===== config.mk =====
export PLATFORM = sky130hd
export DESIGN_NAME = nand_logic_unit
export DESIGN_NICKNAME = d
export VERILOG_FILES = /design/src/rtl/nand_logic_unit.sv
export SDC_FILE = /design/constraint.sdc
export NUM_CORES = 1
export LEC_CHECK = 0
export CAP_MARGIN = 40
export CELL_PAD_IN_SITES_DETAIL_PLACEMENT = 1
export CELL_PAD_IN_SITES_GLOBAL_PLACEMENT = 2
export CORE_MARGIN = 4
export CORE_UTILIZATION = 36
export CTS_CLUSTER_DIAMETER = 150
export DETAILED_ROUTE_END_ITERATION = 12
export GPL_TIMING_DRIVEN = 0
export PLACE_DENSITY_LB_ADDON = 0.2
export SETUP_SLACK_MARGIN = 0.05
export SYNTH_ARGS = -nofsm -noshare
export SYNTH_HDL_FRONTEND = slang
export SYNTH_SLANG_ARGS = --single-unit

===== constraint.sdc =====
create_clock -name clk -period 3.3 [get_ports clk]
set_input_delay 0.495 -clock clk [delete_from_list [all_inputs] [get_ports clk]]
set_output_delay 0.495 -clock clk [all_outputs]
set_load 0.02 [all_outputs]

===== src/rtl/nand_logic_unit.sv =====
// Multi-cycle logic unit: evaluates one of eight Boolean functions through a single NAND stage.
// Optional: define NLU_PARITY_EN to add the registered even-parity output res_par.
module nand_logic_unit #(
  parameter int unsigned WIDTH = 8
) (
  input  logic             clk,
  input  logic             rst_n,
  input  logic             in_valid,
  output logic             in_ready,
  input  logic [2:0]       op,
  input  logic [WIDTH-1:0] a,
  input  logic [WIDTH-1:0] b,
  output logic             out_valid,
  input  logic             out_ready,
  output logic [WIDTH-1:0] res,
  output logic             busy
`ifdef NLU_PARITY_EN
  ,
  output logic             res_par
`endif
);

  typedef enum logic [1:0] {StIdle, StExec, StDone} state_e;
  typedef enum logic [2:0] {SrcRa, SrcRb, SrcT, SrcP, SrcQ} src_e;
  typedef enum logic [1:0] {DstT, DstP, DstQ, DstRes} dst_e;

  state_e           state_q, state_d;
  logic [WIDTH-1:0] ra_q, rb_q, t_q, p_q, q_q, res_q;
  logic [2:0]       rop_q, step_q;
  src_e             src_x, src_y;
  dst_e             dst;
  logic             last;
  logic [WIDTH-1:0] opnd_x, opnd_y, nand_out;

  // Per-step schedule: which registers feed the NAND and where its output lands.
  always_comb begin
    src_x = SrcRa;
    src_y = SrcRb;
    dst   = DstRes;
    last  = 1'b0;
    unique case (rop_q)
      3'd0: last = 1'b1;
      3'd1, 3'd7: begin
        if (rop_q == 3'd7) src_y = SrcRa;
        if (step_q == 3'd0) begin
          dst = DstT;
        end else begin
          src_x = SrcT;
          src_y = SrcT;
          last  = 1'b1;
        end
      end
      3'd2, 3'd3: begin
        case (step_q)
          3'd0: begin src_y = SrcRa; dst = DstP; end
          3'd1: begin src_x = SrcRb; dst = DstQ; end
          3'd2: begin
            src_x = SrcP;
            src_y = SrcQ;
            dst   = (rop_q == 3'd2) ? DstRes : DstT;
            last  = (rop_q == 3'd2);
          end
          default: begin src_x = SrcT; src_y = SrcT; last = 1'b1; end
        endcase
      end
      3'd4, 3'd5: begin
        case (step_q)
          3'd0: dst = DstT;
          3'd1: begin src_y = SrcT; dst = DstP; end
          3'd2: begin src_x = SrcRb; src_y = SrcT; dst = DstQ; end
          3'd3: begin
            src_x = SrcP;
            src_y = SrcQ;
            dst   = (rop_q == 3'd4) ? DstRes : DstT;
            last  = (rop_q == 3'd4);
          end
          default: begin src_x = SrcT; src_y = SrcT; last = 1'b1; end
        endcase
      end
      3'd6: begin src_y = SrcRa; last = 1'b1; end
    endcase
  end

  always_comb begin
    opnd_x = ra_q;
    case (src_x)
      SrcRb:   opnd_x = rb_q;
      SrcT:    opnd_x = t_q;
      SrcP:    opnd_x = p_q;
      SrcQ:    opnd_x = q_q;
      default: opnd_x = ra_q;
    endcase
  end

  always_comb begin
    opnd_y = rb_q;
    case (src_y)
      SrcRa:   opnd_y = ra_q;
      SrcT:    opnd_y = t_q;
      SrcP:    opnd_y = p_q;
      SrcQ:    opnd_y = q_q;
      default: opnd_y = rb_q;
    endcase
  end

  assign nand_out = ~(opnd_x & opnd_y);

  always_comb begin
    state_d = state_q;
    unique case (state_q)
      StIdle:  if (in_valid) state_d = StExec;
      StExec:  if (last) state_d = StDone;
      StDone:  if (out_ready) state_d = StIdle;
      default: state_d = StIdle;
    endcase
  end

  always_ff @(posedge clk or negedge rst_n) begin
    if (!rst_n) state_q <= StIdle;
    else        state_q <= state_d;
  end

  always_ff @(posedge clk or negedge rst_n) begin
    if (!rst_n) begin
      ra_q   <= '0;
      rb_q   <= '0;
      t_q    <= '0;
      p_q    <= '0;
      q_q    <= '0;
      res_q  <= '0;
      rop_q  <= '0;
      step_q <= '0;
    end else if (state_q == StIdle) begin
      if (in_valid) begin
        ra_q   <= a;
        rb_q   <= b;
        rop_q  <= op;
        step_q <= '0;
      end
    end else if (state_q == StExec) begin
      step_q <= step_q + 3'd1;
      unique case (dst)
        DstT:   t_q   <= nand_out;
        DstP:   p_q   <= nand_out;
        DstQ:   q_q   <= nand_out;
        DstRes: res_q <= nand_out;
      endcase
    end
  end

`ifdef NLU_PARITY_EN
  logic par_q;
  always_ff @(posedge clk or negedge rst_n) begin
    if (!rst_n)                                       par_q <= 1'b0;
    else if (state_q == StExec && dst == DstRes)      par_q <= ^nand_out;
  end
  assign res_par = par_q;
`endif

  assign in_ready  = (state_q == StIdle);
  assign out_valid = (state_q == StDone);
  assign busy      = (state_q != StIdle);
  assign res       = res_q;

endmodule


* Word-level counts from Yosys, hierarchy flattened *
Cells that the tools add are included.
W data, S select, Z words.

storage, ports and cells
  register bits after elaboration = 56
  input port bits = 23
  output and inout port bits = 11
  word-level logic and storage cells = 86

operators by class
  add/subtract/negate cells = 1
  equality and inequality tests = 25
  muxes and demuxes = 28
  bitwise gates (word level) = 3
  reduce and logical (&&, ||, !) cells = 20

operator list
  cell                  number
  $pmux W8 S4           2
  $pmux W2 S3           6
  $eq A3 B2 Y1 const B  8
  $eq A3 B3 Y1 const B  6
  $reduce_and A3 Y1     5
  $mux W2               7
  $mux W3               4
  $pmux W3 S4           1
  $reduce_or A2 Y1      5
  $eq A3 B1 Y1 const B  3
  $logic_not A3 Y1      3
  $pmux W3 S3           1
  $and A8 B8 Y8         1
  $not A8 Y8            1
  $pmux W2 S4           1
  $eq A2 B2 Y1 const B  3
  $pmux W3 S2           1
  $eq A2 B1 Y1 const B  2
  $logic_not A2 Y1      2
  $ne A2 B2 Y1 const B  2
  $pmux W1 S2           2
  $pmux W1 S4           1
  $reduce_and A2 Y1     2
  $reduce_bool A2 Y1    2
  other kinds (5)       6

* Longest topological paths before layout *
  word-level depth = 8
  gate-level depth with buffers = 11
  gate-level depth less buffers = 8

* Worst setup path before layout *
Ideal clock, no wire load.

  path type = flip-flop to flip-flop
  start point = register step_q[2]
  end point = register p_q[5]
  setup time = 145 ps
  arrival = 2381 ps
  data required time = 3155 ps
  path slack = 774 ps
  stages on the path, launching flop included = 11
  path buffers = 2
  clock period less this slack = 2526 ps
  path through = dfrtp_1 buf_4 inv_1 ha_1 or2_1 o21ai_0 and3_2 clkbuf_1 nor3_1 a2111oi_2 a31oi_1

on the way
  word-level cells in the longest chain between the ends = 8
  elaborated cells between the ends (all ways) = 31
  those cells by class = eq/ne (11); mux (14); bitwise (2); reduce/logical (4)

ends and longest elaborated chain
  item                                              line        text
  start: declaration                                29          logic [2:0] rop_q, step_q;
  start signal: assignment                          141         step_q <= step_q + 3'd1;
  $eq A3 B1 Y1 or $logic_not A3 Y1 (tied branches)  54, 67, 45
  $reduce_or A2 Y1 (no source line)                 -
  $pmux W2 S3                                       67          case (step_q)
  $pmux W2 S3                                       41          unique case (rop_q)
  $eq A3 B3 Y1 (tied with other cells)              86          case (src_x)
  $pmux W8 S4                                       86
  $and A8 B8 Y8                                     106         assign nand_out = ~(opnd_x & opnd_y);
  $not A8 Y8                                        106
  end signal: assignment                            144         DstP: p_q <= nand_out;
  end: declaration                                  28          logic [WIDTH-1:0] ra_q, rb_q, t_q, p_q, q_q, res_q;

Several ways; a longest one is shown, not always the timed one.
A chain may end at the register's enable or synchronous reset.

* Worst setup path in the final report *
  start point = register step_q[2]
  end point = register res_q[3], in the netlist res[3]

on the way
  word-level cells in the longest chain between the ends = 8
  elaborated cells between the ends (all ways) = 31
  those cells by class = eq/ne (11); mux (14); bitwise (2); reduce/logical (4)

ends and longest elaborated chain
  item                                              line        text
  $eq A3 B1 Y1 or $logic_not A3 Y1 (tied branches)  54, 67, 45
  $reduce_or A2 Y1 (no source line)                 -
  $pmux W2 S3                                       67
  $pmux W2 S3                                       41
  $eq A3 B3 Y1 (tied with other cells)              86
  $pmux W8 S4                                       86
  $and A8 B8 Y8                                     106
  $not A8 Y8                                        106
  end signal: assignment                            146         DstRes: res_q <= nand_out;
  end: declaration                                  28

Several ways; a longest one is shown, not always the timed one.

==> metrics.yaml <==
logic_synthesis:
  synth.avg_cell_area_um2: 8.90
  async_flop_share: 1.00
  synth_edf_count: 0
  yosys_register_bits: 56
  synth_ff_type: "dfrtp_1"
  netlist_area_um2: 3520
  synth_top_area_share: 0.398
  ys_types: 59
  synth_top_area_cell: "dfrtp_1"
  syn_nets: 427
  yosysSeqAreaShare: 0.398
  synth.area.top_cells: "dfrtp_1 (40%), nor2_1 (4.3%), nand3_1 (4.1%)"
  yosysWarnings: 0
  synthCells: 396
cells_and_area:
  fin_cells: 570
  num-nets-final: 471
  final_area_um2: 4180
  drive_gt1_frac: 0.136
  antennaDiodeCount: 0
  area_growth_pct: 18.5
floorplan:
  die_area_um2: 11400
  core_area_um2: 9370
  rows: 35
  ios: 34
  initial_core_util: 0.376
  die_h_um: 107
  die_x_um: 107
timing:
  final.period_utilization: 0.926
  slew_headroom: 0.441
  max_freq_ghz: 0.327
  setup_viol: 0
  hold_viol: 0
  period_needed_ps: 3060
  slew_violations: 0
  fin_skew_ps: 9.93
  rsz0062_at_grt: "no"
  worst_slack_ps: 243
  tightest_slew_ps: 838
worst_setup_path:
  endpoint_kind: "flip-flop"
  cp_max_fo: 10
  crit_type: "flip-flop to flip-flop"
  cp-start-kind: "flip-flop"
  startpoint: "step_q[2]"
  required_ps: 3540
  r2r_start: "step_q[2]"
  cp.arrival_ps: 3300
global_routing:
  grt_max_degree: 35
  grt_usage: 0.221
  grt-ovfl-total: 0
  antenna_found_initial: 0
  grt_pass1_vias: 3520
  grt_pass1_wl_mm: 19.6
route:
  ant_nets: 0
  vias: 3302
  drt-total-wl_mm: 12.0
  wl_per_cell_um: 21.1
  drtIter0Drc: 204
  firstDrtPassIters: 4
  drc_errors: 0
  vias_per_cell: 5.79
job:
  drv_cap: 0
placed_design:
  dp_cells: 560
  finalWeightedCongestion: 0.880
  io_buffer_count: 33
  post-place-ws_ps: -2.82
  detailed_place_hpwl_mm: 8.66
  placed_area_um2: 4040
clocking:
  cts_tree: "done"
  clock_sinks: 56
  htreeDepth: 2
  clk_latency_ps: 320
  cts.path.max_buffers: 2
  root_buffer: "clkbuf_8"
  clk_pin_slew_worst_paths_ps: 110
  cts_buffers: 5
power_and_ir_drop:
  p_leak_nw: 1.64
  max-vdd-ir-drop_uv: 564
  power.density_nw_per_um2: 1270
  p_total_w: 0.00530
min_path:
  hp-class: "input pin to async pin"
outcome:
  status: "finished clean"
==> cell usage after synthesis, types with 8 or more instances <==
cell type / n
nor2_1: 40
nor3_1: 25
mux2_2: 8
a32o_1: 8
ha_1: 8
a2111oi_2: 8
nand2_1: 26
a21oi_1: 23
and2_1: 10
inv_1: 19
a211oi_1: 14
nand3_1: 29
nor2b_1: 8
o21ai_0: 24
a31oi_1: 18
a221oi_1: 9
dfrtp_1: 56
clkbuf_1: 9
==> final timing paths <==
| path | depth (start not counted) | end | slack, ps |
|---|---|---|---|
| worst max-delay path | 9 | res[3] | 240 |
| min in group clk | 2 | res[0] | 560 |
| worst min register to register | 2 | res[0] | 560 |
| worst max register to register | 9 | res[3] | 240 |
| worst min-delay path | 1 | ra_q[2] | 150 |
| max in group asynchronous | 2 | q_q[3] | 2580 |
==> registers in the layout, summed over array words and instances, names as in the netlist <==
signal and flops:
p_q 8, state_q 2, rb_q 8, res 8, step_q 3, ra_q 8, t_q 8, q_q 8
rop_q 3
==> power by group <==
part	switching, W	internal (W)	total [W]
clock network	0.000241	0.000172	0.000412
registers	0.000267	0.00100	0.00127
logic	0.00230	0.00132	0.00362
==> stage by stage <==
| step | util | TNS, ps | hold WS (ps) |
|---|---|---|---|
| final | 0.446 | 0 | 147 |
| after global routing | 0.446 | 0 | 190 |
| after CTS | 0.442 | 0 | 165 |
| after detailed placement | 0.431 | -4.87 | 512 |
| after global placement | 0.429 | -8150 | 537 |
| after floorplan | - | 0 | 199 |
==> cell usage in the layout, fill, tap and decap left out, drive strengths merged, types with 2 or more instances in the layout <==
cell type	synthesis	final
or2	2	2
o21ai	26	26
nand3b	2	2
clkbuf	9	15
nand3	30	30
nand2	26	26
a2111oi	8	8
inv	19	19
a21oi	24	24
nor3	26	26
mux2	8	8
nor4	2	2
a211oi	15	15
nor2b	8	8
a41oi	3	3
and3	5	5
ha	8	8
nand2b	2	2
nor2	41	41
a22oi	2	2
a31oi	18	18
dfrtp	56	56
clkdlybuf4s50	0	32
and2	12	12
a221oi	9	9
buf	9	15
a32o	8	8
==> worst max-delay path, cell delays in order (launching register included) <==
cell and delay (ps):
dfrtp_1 470, buf_4 240, inv_1 100, ha_1 240, or2_1 230, o21ai_0 270, nand3_2 330, o21ai_2 680
a2111oi_2 220, a31oi_1 190
==> logic make-up (layout without fill, tap and decap cells) <==
| logic type | after synthesis | in the layout | synth area share |
|---|---|---|---|
| muxes | 8 | 8 | 0.0256 |
| xor gates and xnor gates | 1 | 1 | 0.00249 |
| buffers and inverters | 37 | 82 | 0.0444 |
| and+or+nand+nor | 162 | 162 | 0.235 |
| adders and majority gates | 8 | 8 | 0.0284 |
| DFF | 56 | 56 | 0.398 |
| AOI/OAI and AO/OA | 124 | 124 | 0.267 |
==> metal layers <==
metal  GRT usage  wire (µm)
met1       0.307       5590
met2       0.351       5470
met3      0.0349        661
met4      0.0712        303
met5           0          0
==> what timing repair did <==
| item | in CTS | in global routing |
|---|---|---|
| pin swaps | 0 | 1 |
| hold buffers | 0 | 0 |
| endpoints found under the hold margin | 0 | 0 |
| endpoints found under the setup margin | 21 | 29 |
| setup buffers | 0 | 4 |
| gates resized for setup | 2 | 5 |
==> area by class of cell <==
class,count,area (µm²)
clock inverter,1,7.51
tap,129,161
fill,1145,5200
timing repair buffer,39,383
multi-input combinational,303,1980
buffer,16,82.6
clock buffer,7,86.3
sequential,56,1400
inverter,19,71.3
No activity file was read; power rests on OpenSTA's default activity.
